**src/rtl/pipe_pkg.sv**
```systemverilog
`default_nettype none
// +----------------------------------------------------------------------+
// | pipe_pkg : shared constants and types for the IF/ID/EX operand stage |
// | Revision : 1.0                                                       |
// +----------------------------------------------------------------------+
package pipe_pkg;

  localparam logic [31:0] NOP_INST = 32'h0000_0013;
  localparam int          CNT_W    = 16;

  typedef enum logic [1:0] {
    FWD_RF  = 2'b00,
    FWD_EXE = 2'b01,
    FWD_MEM = 2'b10,
    FWD_LD  = 2'b11
  } fwd_sel_e;

  // Event counters stick at all-ones instead of wrapping.
  function automatic logic [CNT_W-1:0] sat_inc(input logic [CNT_W-1:0] v);
    return (v == {CNT_W{1'b1}}) ? v : v + {{(CNT_W-1){1'b0}}, 1'b1};
  endfunction

endpackage
`default_nettype wire

```
**src/rtl/fwd_mux.sv**
```systemverilog
`default_nettype none
// +----------------------------------------------------------------------+
// | fwd_mux : 4:1 operand source select (regfile / EXE / MEM / load)     |
// | Revision : 1.0                                                       |
// +----------------------------------------------------------------------+
module fwd_mux
  import pipe_pkg::*;
#(
  parameter int XLEN = 32
) (
  input  logic [1:0]      i_sel,
  input  logic [XLEN-1:0] i_rf_data,
  input  logic [XLEN-1:0] i_exe_data,
  input  logic [XLEN-1:0] i_mem_data,
  input  logic [XLEN-1:0] i_ld_data,
  output logic [XLEN-1:0] o_data
);

  always_comb begin
    o_data = i_rf_data;
    case (fwd_sel_e'(i_sel))
      FWD_RF:  o_data = i_rf_data;
      FWD_EXE: o_data = i_exe_data;
      FWD_MEM: o_data = i_mem_data;
      FWD_LD:  o_data = i_ld_data;
      default: o_data = i_rf_data;
    endcase
  end

endmodule
`default_nettype wire

```
**src/rtl/id_ex_operand_stage.sv**
```systemverilog
`default_nettype none
// +----------------------------------------------------------------------+
// | id_ex_operand_stage : IF/ID and ID/EX registers with operand forwarding|
// | Revision : 1.0                                                       |
// +----------------------------------------------------------------------+
module id_ex_operand_stage #(
  parameter int          XLEN     = 32,
  parameter logic [31:0] NOP_INST = pipe_pkg::NOP_INST
) (
  input  logic            clk,
  input  logic            rst_n,
  input  logic [XLEN-1:0] PC_IF,
  input  logic [XLEN-1:0] inst_IF,
  input  logic            valid_IF,
  input  logic            reg_FD_EN,
  input  logic            reg_FD_stall,
  input  logic            reg_FD_flush,
  input  logic            reg_DE_EN,
  input  logic            reg_DE_flush,
  input  logic [1:0]      forward_ctrl_A,
  input  logic [1:0]      forward_ctrl_B,
  input  logic            forward_ctrl_ls,
  input  logic [XLEN-1:0] rs1_data_ID,
  input  logic [XLEN-1:0] rs2_data_ID,
  input  logic [4:0]      rd_ID,
  input  logic [XLEN-1:0] ALUout_EXE,
  input  logic [XLEN-1:0] ALUout_MEM,
  input  logic [XLEN-1:0] Datain_MEM,
  output logic [XLEN-1:0] PC_ID,
  output logic [XLEN-1:0] inst_ID,
  output logic            valid_ID,
  output logic [XLEN-1:0] PC_EXE,
  output logic [XLEN-1:0] rs1_val_EXE,
  output logic [XLEN-1:0] rs2_val_EXE,
  output logic [XLEN-1:0] st_data_EXE,
  output logic [4:0]      rd_EXE_o,
  output logic            valid_EXE,
  output logic [15:0]     stall_cnt,
  output logic [15:0]     flush_cnt
);

  import pipe_pkg::CNT_W;
  import pipe_pkg::sat_inc;

  localparam logic [XLEN-1:0] C_NOP = XLEN'(NOP_INST);

  logic [XLEN-1:0]  pc_id_q,   pc_id_d;
  logic [XLEN-1:0]  inst_id_q, inst_id_d;
  logic             valid_id_q, valid_id_d;
  logic [XLEN-1:0]  pc_ex_q,   pc_ex_d;
  logic [XLEN-1:0]  rs1_ex_q,  rs1_ex_d;
  logic [XLEN-1:0]  rs2_ex_q,  rs2_ex_d;
  logic [XLEN-1:0]  st_ex_q,   st_ex_d;
  logic [4:0]       rd_ex_q,   rd_ex_d;
  logic             valid_ex_q, valid_ex_d;
  logic [CNT_W-1:0] stall_cnt_q, stall_cnt_d;
  logic [CNT_W-1:0] flush_cnt_q, flush_cnt_d;

  logic [XLEN-1:0]  w_op_a;
  logic [XLEN-1:0]  w_op_b;
  logic             w_fd_hold;

  fwd_mux #(.XLEN(XLEN)) u_fwd_a (
    .i_sel      (forward_ctrl_A),
    .i_rf_data  (rs1_data_ID),
    .i_exe_data (ALUout_EXE),
    .i_mem_data (ALUout_MEM),
    .i_ld_data  (Datain_MEM),
    .o_data     (w_op_a)
  );

  fwd_mux #(.XLEN(XLEN)) u_fwd_b (
    .i_sel      (forward_ctrl_B),
    .i_rf_data  (rs2_data_ID),
    .i_exe_data (ALUout_EXE),
    .i_mem_data (ALUout_MEM),
    .i_ld_data  (Datain_MEM),
    .o_data     (w_op_b)
  );

  assign w_fd_hold = reg_FD_stall || !reg_FD_EN;

  always_comb begin
    pc_id_d     = pc_id_q;
    inst_id_d   = inst_id_q;
    valid_id_d  = valid_id_q;
    pc_ex_d     = pc_ex_q;
    rs1_ex_d    = rs1_ex_q;
    rs2_ex_d    = rs2_ex_q;
    st_ex_d     = st_ex_q;
    rd_ex_d     = rd_ex_q;
    valid_ex_d  = valid_ex_q;
    stall_cnt_d = stall_cnt_q;
    flush_cnt_d = flush_cnt_q;

    // Flush keeps the PC so the killed slot still reports where it came from.
    if (reg_FD_flush) begin
      inst_id_d  = C_NOP;
      valid_id_d = 1'b0;
    end else if (!w_fd_hold) begin
      pc_id_d    = PC_IF;
      inst_id_d  = inst_IF;
      valid_id_d = valid_IF;
    end

    // A decode stall must inject a bubble so the held instruction is not issued twice.
    if (reg_DE_flush || reg_FD_stall) begin
      valid_ex_d = 1'b0;
      rd_ex_d    = 5'd0;
    end else if (reg_DE_EN) begin
      pc_ex_d    = pc_id_q;
      rd_ex_d    = rd_ID;
      valid_ex_d = valid_id_q;
      rs1_ex_d   = w_op_a;
      rs2_ex_d   = w_op_b;
      st_ex_d    = forward_ctrl_ls ? Datain_MEM : w_op_b;
    end

    if (w_fd_hold && valid_id_q && !reg_FD_flush)
      stall_cnt_d = sat_inc(stall_cnt_q);
    if (reg_FD_flush || reg_DE_flush)
      flush_cnt_d = sat_inc(flush_cnt_q);
  end

  always_ff @(posedge clk or negedge rst_n) begin
    if (!rst_n) begin
      pc_id_q     <= '0;
      inst_id_q   <= C_NOP;
      valid_id_q  <= 1'b0;
      pc_ex_q     <= '0;
      rs1_ex_q    <= '0;
      rs2_ex_q    <= '0;
      st_ex_q     <= '0;
      rd_ex_q     <= 5'd0;
      valid_ex_q  <= 1'b0;
      stall_cnt_q <= '0;
      flush_cnt_q <= '0;
    end else begin
      pc_id_q     <= pc_id_d;
      inst_id_q   <= inst_id_d;
      valid_id_q  <= valid_id_d;
      pc_ex_q     <= pc_ex_d;
      rs1_ex_q    <= rs1_ex_d;
      rs2_ex_q    <= rs2_ex_d;
      st_ex_q     <= st_ex_d;
      rd_ex_q     <= rd_ex_d;
      valid_ex_q  <= valid_ex_d;
      stall_cnt_q <= stall_cnt_d;
      flush_cnt_q <= flush_cnt_d;
    end
  end

  assign PC_ID       = pc_id_q;
  assign inst_ID     = inst_id_q;
  assign valid_ID    = valid_id_q;
  assign PC_EXE      = pc_ex_q;
  assign rs1_val_EXE = rs1_ex_q;
  assign rs2_val_EXE = rs2_ex_q;
  assign st_data_EXE = st_ex_q;
  assign rd_EXE_o    = rd_ex_q;
  assign valid_EXE   = valid_ex_q;
  assign stall_cnt   = stall_cnt_q;
  assign flush_cnt   = flush_cnt_q;

endmodule
`default_nettype wire

```
**config.mk**
```make
export PLATFORM = sky130hd
export DESIGN_NAME = id_ex_operand_stage
export DESIGN_NICKNAME = d
export VERILOG_FILES = /design/src/rtl/pipe_pkg.sv /design/src/rtl/fwd_mux.sv /design/src/rtl/id_ex_operand_stage.sv
export SDC_FILE = /design/constraint.sdc
export NUM_CORES = 1
export LEC_CHECK = 0
export BUFFER_PORTS_ARGS = -buffer_cell sky130_fd_sc_hd__clkbuf_2
export CORE_AREA = 2 2 185 187
export CTS_CLUSTER_SIZE = 24
export DETAILED_ROUTE_END_ITERATION = 8
export DIE_AREA = 0 0 187 189
export PLACE_DENSITY = 0.63
export SLEW_MARGIN = 25
export SYNTH_ARGS = -nofsm -noshare
export SYNTH_HDL_FRONTEND = slang
export SYNTH_SLANG_ARGS = --single-unit
```
**constraint.sdc**
```tcl
create_clock -name clk -period 3.3 [get_ports clk]
set_input_delay 0.825 -clock clk [delete_from_list [all_inputs] [get_ports clk]]
set_output_delay 0.825 -clock clk [all_outputs]
set_load 0.005 [all_outputs]
```
==> results by group, run 1 <==
CTS
  • CTS max path bufs: 3
  • Hold_buf cts: 0
  • Post-CTS setup buffer count: 0
  • TritonCTS Buffers: 27
  • Clk pin slew, worst setup/hold paths: 0.06 ns
  • CTS root buffer: clkbuf_16
  • H-Tree Depth: 1
  • Clk sinks: 231
  • Clk_lat worst skew: 0.53 ns
  • CTS tree: done
  • Cts repair resizes: 0

Cells and area
  • Share of layout cells above drive strength 1: 0.556
  • Fin util: 0.440
  • Fin nets: 1513
  • Commonest cells after routing, fill and taps aside: clkbuf_2, dfrtp_1, nand2_1
  • Synthesis-to-finish area growth: 36.4%
  • Fillers: 3189
  • Commonest non-fill, non-tap cell in the layout: clkbuf_2

Floorplanning
  • Starting density of the core: 0.322
  • Core Region: 0.0333 sq mm
  • Die Y: 189 microns
  • Die area: 0.0353 sq mm
  • I/O pins: 473
  • Row count: 67
  • Chip width: 187 microns

Setup path
  • Worst Path Arrival: 2.48 ns
  • Worst path bufs/invs: 2
  • Slowest stage delay, CP: 0.40 ns
  • Crit path max fanout: 22
  • Crit path cell chain: clkbuf_2 -> or2_2 -> nor2_4 -> buf_4 -> mux2_2
  • WS Path Type: in -> reg
  • Critical path launch point type: input pin
  • Crit. End Element: register
  • CP max stage cell: nor2_4
  • Critical path's top delay family: simple AND/OR/NAND/NOR gates
  • Req. time, crit path: 3.70 ns

Yosys
  • Seq/Total Area, Yosys: 0.539
  • Post-Syn Instances: 802
  • Warnings from Yosys: 0
  • Syn Nets: 1046
  • Syn_area_per_cell: 13.4 sq um
  • Cell variety after synth: 42
  • Flops & latches, synth: 231
  • Synth Cell Area: 0.0107 sq mm

GRT
  • Largest net degree at the start of global routing: 73
  • First-pass GRT wire length: 52300 microns
  • Overall Global Routing Usage: 0.189
  • Total grt overflow: 0
  • Vias in the first global route: 9010
  • Initial antenna violation count: 5

Route
  • Drt first pass iters: 4
  • Final WL: 34100 microns
  • # DRC: 0
  • ANT nets after route: 0
  • Vias: 8531
  • Wire length per cell: 19.6 microns
  • Initial DRC Count: 380
  • Via density: 4.91

STA
  • Clock skew: 0.0144 ns
  • Tcrit/Tclk final: 0.631
  • RSZ-0062 raised after global routing: no
  • Endpoints failing setup: 0
  • Slew HR: 0.429
  • Max Slew Vio Count: 0
  • Worst-margin pin slew: 0.856 ns
  • Setup TNS: 0 ns
  • Final hold viol count: 0
  • Final min period: 2.08 ns
  • FMAX: 481 MHz

Hold path
  • Hold Path Class: in -> async

Placed design
  • I/O Buffers: 472
  • Post-DP HPWL: 26100 microns
  • Placer Congestion: 0.862

Run status
  • Status: complete, no violations

Flow run
  • Max cap viols: 0

Power
  • Leak: 7.29 nW
  • Power Density: 592 mW/mm^2
  • Worst VDD drop: 0.353 mV
[worst paths after layout]
check                        startpoint             end  slack, ns  cells past startpoint
max in group asynchronous         rst_n     inst_ID[17]       2.26                      2
setup reg to reg           stall_cnt[0]   stall_cnt[12]       1.33                      5
setup / recovery           reg_DE_flush  rs2_val_EXE[3]       1.22                      5
hold / removal                    rst_n    stall_cnt[7]       0.27                      1
min in group clk               PC_IF[3]        PC_ID[3]       0.48                      3
hold reg to reg               PC_ID[26]       PC_ID[26]       0.50                      2
[layout make-up]
type | instances | area, sq um | area share
flip-flops and latches | 231 | 5780 | 0.395
inverters | 1 | 3.75 | 0.000256
repair buffers | 490 | 2620 | 0.179
multi-input cells | 518 | 4720 | 0.322
well taps | 448 | 561 | 0.0383
diodes | 1 | 2.50 | 0.000171
clock buffers | 37 | 803 | 0.0549
clock inverters | 11 | 145 | 0.00992
[power breakdown]
group	switching [mW]	internal [mW]
combinational	0.842	0.975
clock	1.21	1.93
sequential	0.364	3.35
total	2.41	6.26
[cells by family after synthesis]
family,Yosys count,synth area share
xor+xnor,26,0.0212
flops,231,0.539
fa+ha+maj,2,0.00233
mux,202,0.275
simple gates,220,0.0967
buf+inv,53,0.0226
compound gates,68,0.0433
[worst register-to-register path, delay by kind of cell, from the launching register on]
family                   cells  cell delay (ns)
flip-flops                   1             0.44
multiplexers                 1             0.34
AND/OR/NAND/NOR              3             0.83
adder cells (fa/ha/maj)      1             0.24
[flip-flops by register name (all words and copies together), names as in the netlist]
signal / flops
flush_cnt: 16
rs1_val_EXE: 32
stall_cnt: 16
rs2_val_EXE: 32
PC_ID: 32
valid_EXE: 1
rd_EXE_o: 5
st_data_EXE: 32
PC_EXE: 32
valid_ID: 1
inst_ID: 32
[per-layer routing]
layer	track usage	vias to the layer above	wire length, microns
met5	0	-	27
met4	0.0708	4	1240
li1	-	3865	-
met1	0.226	4203	13000
met3	0.0469	71	2760
met2	0.331	388	17000
[cells in the mapped netlist]
cell	instances	area, sq um
xnor2_1	11	96.3
nor4b_1	2	17.5
nand3b_1	1	7.51
and2_1	1	6.26
mux2_2	100	1130
ha_1	2	25.0
nand2b_1	3	18.8
dfstp_2	3	78.8
nand4_1	10	62.6
o21a_1	1	7.51
mux4_2	64	1440
nor3_1	7	35.0
nor2b_1	2	12.5
nor2_1	48	180
dfrtp_1	228	5710
nor4_4	1	21.3
nand4b_1	1	8.76
and3_1	2	12.5
a22o_1	29	254
buf_4	4	30.0
o21ai_0	1	5.00
and4b_1	1	10.0
o22a_1	3	26.3
a21oi_1	33	165
or2_2	4	25.0
clkbuf_1	23	86.3
xor2_1	15	131
nor2_4	1	11.3
nand3_1	13	65.1
buf_2	23	115
a31oi_1	1	6.26
and4_1	3	26.3
nand4_4	1	21.3
nor4_2	1	12.5
mux2i_1	38	380
nand2_1	110	413
nor3b_1	1	7.51
nand3_4	1	17.5
buf_1	2	7.51
nor4_1	5	31.3
inv_1	1	3.75
or4b_4	1	13.8
[per-stage QoR]
step / setup WS, ns / area, sq um / hold slack, ns / power [mW] / std cells
6_report: 1.22 / 14600 / 0.271 / 8.67 / 1737
5_1_grt: 1.18 / 14600 / 0.288 / 9.15 / 1737
4_1_cts: 1.25 / 14600 / 0.268 / 8.82 / 1736
3_5_place_dp: 0.699 / 13700 / 0.484 / 5.61 / 1688
3_3_place_gp: 0.736 / 13700 / 0.479 / 5.56 / 1688
2_1_floorplan: 1.06 / 10700 / 0.481 / 4.52 / 802
No activity file was read; power rests on OpenSTA's default activity.
==> run 2, diff against run 1 <==
--- a/config.mk
+++ b/config.mk
@@ -6,11 +6,11 @@
 export NUM_CORES = 1
 export LEC_CHECK = 0
 export BUFFER_PORTS_ARGS = -buffer_cell sky130_fd_sc_hd__clkbuf_2
-export CORE_AREA = 2 2 185 187
+export CORE_AREA = 2 2 181 183
 export CTS_CLUSTER_SIZE = 24
 export DETAILED_ROUTE_END_ITERATION = 8
-export DIE_AREA = 0 0 187 189
-export PLACE_DENSITY = 0.63
+export DIE_AREA = 0 0 183 185
+export PLACE_DENSITY = 0.68
 export SLEW_MARGIN = 25
 export SYNTH_ARGS = -nofsm -noshare
 export SYNTH_HDL_FRONTEND = slang
==> constraint.sdc (replaced) <==
create_clock -name clk -period 1.88 [get_ports clk]
set_input_delay 0.47 -clock clk [delete_from_list [all_inputs] [get_ports clk]]
set_output_delay 0.47 -clock clk [all_outputs]
set_load 0.005 [all_outputs]
==> results by group, run 2 (synthesis gave the netlist of run 1 again) <==
Floorplanning
  • Die Y: 185 microns
  • Row count: 66
  • Die area: 0.0339 sq mm
  • Core Region: 0.0320 sq mm
  • I/O pins: 473
  • Chip width: 183 microns
  • Starting density of the core: 0.335

GRT
  • Largest net degree at the start of global routing: 53
  • Overall Global Routing Usage: 0.189
  • Total grt overflow: 0
  • First-pass GRT wire length: 50000 microns
  • Vias in the first global route: 8874
  • Initial antenna violation count: 0

Cells and area
  • Synthesis-to-finish area growth: 38.9%
  • Inserted Diodes: 0
  • Non-Filler Instances: 1729
  • Commonest non-fill, non-tap cell in the layout: clkbuf_2
  • Fin nets: 1545
  • Share of layout cells above drive strength 1: 0.564
  • Commonest cells after routing, fill and taps aside: clkbuf_2, dfrtp_1, nand2_1
  • Final Cell Area: 0.0149 sq mm

Setup path
  • Crit path max fanout: 4
  • Reg2reg end: stall_cnt[12]
  • Critical path launch point type: register
  • Worst Path Arrival: 2.23 ns
  • R2R setup slack: 0.07 ns
  • Crit path launch: stall_cnt[0]
  • Crit. End Element: register
  • R2R cell count: 5
  • Req. time, crit path: 2.30 ns
  • WS Path Type: reg -> reg
  • Worst R2R Start: stall_cnt[0]

Placed design
  • I/O Buffers: 472
  • Placed Area: 0.0140 sq mm
  • Placer Congestion: 0.860
  • Placed cells: 1680
  • Post-DP HPWL: 25800 microns

Power
  • Switching power: 4.24 mW
  • Register share of total power: 0.430
  • Sw Ratio: 0.280
  • Internal: 10.9 mW
  • Leak: 7.47 nW
  • Clock power share: 0.350
  • Tot Pwr: 15.1 mW
  • Gate power share: 0.220
  • Worst VDD drop: 0.664 mV
  • Power Density: 1020 mW/mm^2

STA
  • RSZ-0062 raised after global routing: no
  • Final min period: 1.81 ns
  • Max Slew Vio Count: 0
  • Clock skew: 0.00641 ns
  • Final hold viol count: 0
  • Slew HR: 0.575
  • Tcrit/Tclk final: 0.962
  • FMAX: 553 MHz
  • Endpoints failing setup: 0
  • Worst-margin pin slew: 0.635 ns

Hold path
  • Hold path cells: 3
  • Hold Path Class: in -> reg
  • Hold path startpoint: PC_IF[10]
  • Hold EP: PC_ID[10]

CTS
  • Clk sinks: 231
  • Clk_lat worst skew: 0.53 ns
  • CTS tree: done
  • Post-CTS setup buffer count: 0
  • H-Tree Depth: 1
  • CTS root buffer: clkbuf_16
  • Clk pin slew, worst setup/hold paths: 0.06 ns
  • CTS max path bufs: 3
  • TritonCTS Buffers: 26

Flow run
  • Max cap viols: 0

Route
  • Final WL: 33600 microns
  • # DRC: 0
  • Via density: 5.03
  • Drt first pass iters: 4
  • ANT nets after route: 0
  • Vias: 8695
  • Initial DRC Count: 484
  • Wire length per cell: 19.4 microns

Run status
  • Status: complete, no violations
==> run 2: cell count changes in the layout (fill, tap and decap cells not counted), sizes merged <==
cell,previous run,this run
buf,19,51
bufinv,3,2
clkbuf,508,511
clkinvlp,3,1
diode,1,0
dlygate4sd3,0,1
==> run 2: power groups by stage <==
stage | Sequential (mW) | Combinational [mW] | Clock (mW)
after global routing | 6.63 | 3.64 | 5.67
after CTS | 6.51 | 3.37 | 5.44
after detailed placement | 6.58 | 3.36 | 0
after floorplan | 6.58 | 1.36 | 0
after global placement | 6.56 | 3.29 | 0
final | 6.52 | 3.33 | 5.30
==> run 2: how the worst max path moves through the flow <==
stage | end | cells past startpoint
after floorplan | rs1_val_EXE[10] | 4
after global placement | rs2_val_EXE[4] | 6
after detailed placement | inst_ID[15] | 4
after CTS | stall_cnt[12] | 5
after global routing | stall_cnt[12] | 5
final | stall_cnt[12] | 5
==> run 2: metal layers <==
| metal | part of all wire | global-route usage | vias to the layer above |
|---|---|---|---|
| li1 | - | - | 3918 |
| met2 | 0.50 | 0.334 | 401 |
| met1 | 0.38 | 0.226 | 4326 |
| met4 | 0.029 | 0.0586 | 0 |
| met5 | 0 | 0 | - |
| met3 | 0.086 | 0.0507 | 50 |
==> run 2: layout make-up <==
type | instances | area, sq um
inverter | 1 | 3.75
tap | 408 | 510
sequential | 231 | 5780
fill | 2931 | 17100
multi-input combinational | 518 | 4730
clock buffer | 40 | 805
timing repair buffer | 523 | 2970
clock inverter | 8 | 100
==> run 2: repair_timing <==
item,in CTS,in global routing
hold buffers,1,0
endpoints found under the hold margin,41,0
resized for setup,0,2
endpoints found under the setup margin,0,1
==> run 2: worst max-delay path: stages (launching register included) <==
cell and delay, ns:
dfrtp_1 0.41, ha_4 0.18, nand3_4 0.07, or4b_4 0.56, nor2_1 0.13, mux2_2 0.34
==> run 2: stage by stage <==
| step | util | TNS, ns | setup slack, ns | hold slack [ns] |
|---|---|---|---|---|
| finish | 0.465 | 0 | 0.0705 | 0.127 |
| global route | 0.465 | 0 | 0.00661 | 0.109 |
| CTS | 0.465 | 0 | 0.0197 | 0.0990 |
| detailed placement | 0.436 | -2.73 | -0.0857 | 0.442 |
| global placement | 0.436 | -0.188 | -0.0133 | 0.439 |
| floorplan | - | -0.219 | -0.00730 | 0.174 |
==> run 3, diff against run 2 <==
--- a/config.mk
+++ b/config.mk
@@ -10,7 +10,7 @@
 export CTS_CLUSTER_SIZE = 24
 export DETAILED_ROUTE_END_ITERATION = 8
 export DIE_AREA = 0 0 183 185
-export PLACE_DENSITY = 0.68
+export REMOVE_ABC_BUFFERS = 1
 export SLEW_MARGIN = 25
 export SYNTH_ARGS = -nofsm -noshare
 export SYNTH_HDL_FRONTEND = slang
==> results by group, run 3 (synthesis gave the netlist of run 1 again) <==
GRT
  • Overall Global Routing Usage: 0.197
  • First-pass GRT wire length: 51500 microns
  • Total grt overflow: 0
  • Largest net degree at the start of global routing: 52
  • Vias in the first global route: 9080
  • Initial antenna violation count: 2

STA
  • Tcrit/Tclk final: 0.955
  • Worst-margin pin slew: 0.647 ns
  • RSZ-0062 raised after global routing: no
  • Final worst setup slack: 0.0848 ns
  • FMAX: 557 MHz
  • Hold WS: 0.133 ns
  • Final hold viol count: 0
  • Final min period: 1.80 ns
  • Setup TNS: 0 ns
  • Clock skew: 0.00577 ns
  • Slew HR: 0.568
  • Max Slew Vio Count: 0
  • Endpoints failing setup: 0

Setup path
  • WS Path Type: reg -> reg
  • Critical path launch point type: register
  • Crit path max fanout: 4
  • Crit. End Element: register
  • Req. time, crit path: 2.29 ns
  • Worst Path Arrival: 2.20 ns

Power
  • Register share of total power: 0.433
  • Leak: 7.48 nW
  • Internal: 10.9 mW
  • Clock power share: 0.346
  • Power Density: 1010 mW/mm^2
  • Gate power share: 0.221
  • Sw Ratio: 0.278
  • Switching power: 4.18 mW
  • Tot Pwr: 15.0 mW
  • Worst VDD drop: 0.644 mV

Cells and area
  • Fin nets: 1549
  • Commonest cells after routing, fill and taps aside: clkbuf_2, dfrtp_1, nand2_1
  • Commonest non-fill, non-tap cell in the layout: clkbuf_2
  • Non-Filler Instances: 1733
  • Share of layout cells above drive strength 1: 0.565
  • Synthesis-to-finish area growth: 39.1%

Flow run
  • Max cap viols: 0

Floorplanning
  • Die Y: 185 microns
  • Chip width: 183 microns
  • Die area: 0.0339 sq mm
  • I/O pins: 473
  • Row count: 66
  • Starting density of the core: 0.335
  • Core Region: 0.0320 sq mm

Placed design
  • Post-DP HPWL: 26600 microns
  • I/O Buffers: 472
  • Dpl ws: -0.0933 ns
  • Placed cells: 1685
  • Placer Congestion: 0.833

Route
  • Initial DRC Count: 405
  • Vias: 8688
  • Final WL: 34100 microns
  • # DRC: 0
  • Via density: 5.01
  • Drt first pass iters: 5
  • Wire length per cell: 19.7 microns
  • ANT nets after route: 0

CTS
  • Clk sinks: 231
  • Cts repair resizes: 0
  • CTS tree: done
  • CTS root buffer: clkbuf_16
  • TritonCTS Buffers: 25
  • CTS max path bufs: 3
  • H-Tree Depth: 1
  • Clk pin slew, worst setup/hold paths: 0.06 ns
  • Clk_lat worst skew: 0.52 ns

Run status
  • Status: complete, no violations

Hold path
  • Hold Path Class: in -> reg
[run 3: cell count changes in the layout (fill, tap and decap cells not counted), moves of 2 or more]
cell / delta
bufinv_16: +2
inv_6: -2
diode_2: +2
buf_12: +2
buf_4: +3
clkbuf_16: -2
clkbuf_8: -3
clkinv_2: +2
[run 3: layer usage]
layer	global-route usage	routed length [microns]	part of all wire	vias to the layer above
met4	0.0845	1410	0.041	0
met1	0.232	12900	0.38	4277
li1	-	-	-	3929
met2	0.343	16900	0.49	414
met5	0	0	0	-
met3	0.0501	2910	0.085	68
[run 3: power by group through the flow]
stage	Sequential, mW	Clock (mW)	Combinational (mW)
after detailed placement	6.61	0	3.37
after global routing	6.64	5.57	3.65
final	6.52	5.21	3.32
after CTS	6.53	5.34	3.39
after floorplan	6.58	0	1.28
after global placement	6.58	0	3.32
[run 3: metrics by stage]
stage / instance area [sq um] / util
after floorplan: 10500 / -
after global placement: 14000 / 0.438
after detailed placement: 14000 / 0.438
after CTS: 14900 / 0.465
after global routing: 14900 / 0.466
final: 14900 / 0.466
[run 3: worst max-delay path, cell delays in order (launching register included)]
cell and delay, ns:
dfrtp_1 0.35, ha_1 0.21, nand3_4 0.09, or4b_4 0.56
nor2_1 0.14, mux2_2 0.34
[run 3: final cells by class]
| cell class | instances | area [sq um] |
|---|---|---|
| fillers | 2981 | 17100 |
| flip-flops and latches | 231 | 5780 |
| multi-input cells | 518 | 4720 |
| repair buffers | 528 | 3030 |
| clock buffers | 34 | 709 |
| well taps | 408 | 510 |
| clock inverters | 11 | 160 |
| diodes | 2 | 5.00 |
| inverters | 1 | 3.75 |
[run 3: timing repair]
item | 4_1_cts | 5_1_grt
hold buffers | 1 | 0
hold endpoints to repair | 28 | 0
buffers inserted | 0 | 0
setup endpoints to repair | 0 | 0
[run 3: path summary, 6_finish.rpt]
path	startpoint	end	slack [ns]	cells past startpoint
max reg2reg	stall_cnt[0]	stall_cnt[12]	0.08	5
max	stall_cnt[0]	stall_cnt[12]	0.08	5
max in group asynchronous	rst_n	PC_EXE[25]	0.83	3
min	PC_IF[17]	PC_ID[17]	0.13	3
min in group asynchronous	rst_n	PC_ID[22]	0.42	2
min reg2reg	PC_ID[31]	PC_ID[31]	0.49	2
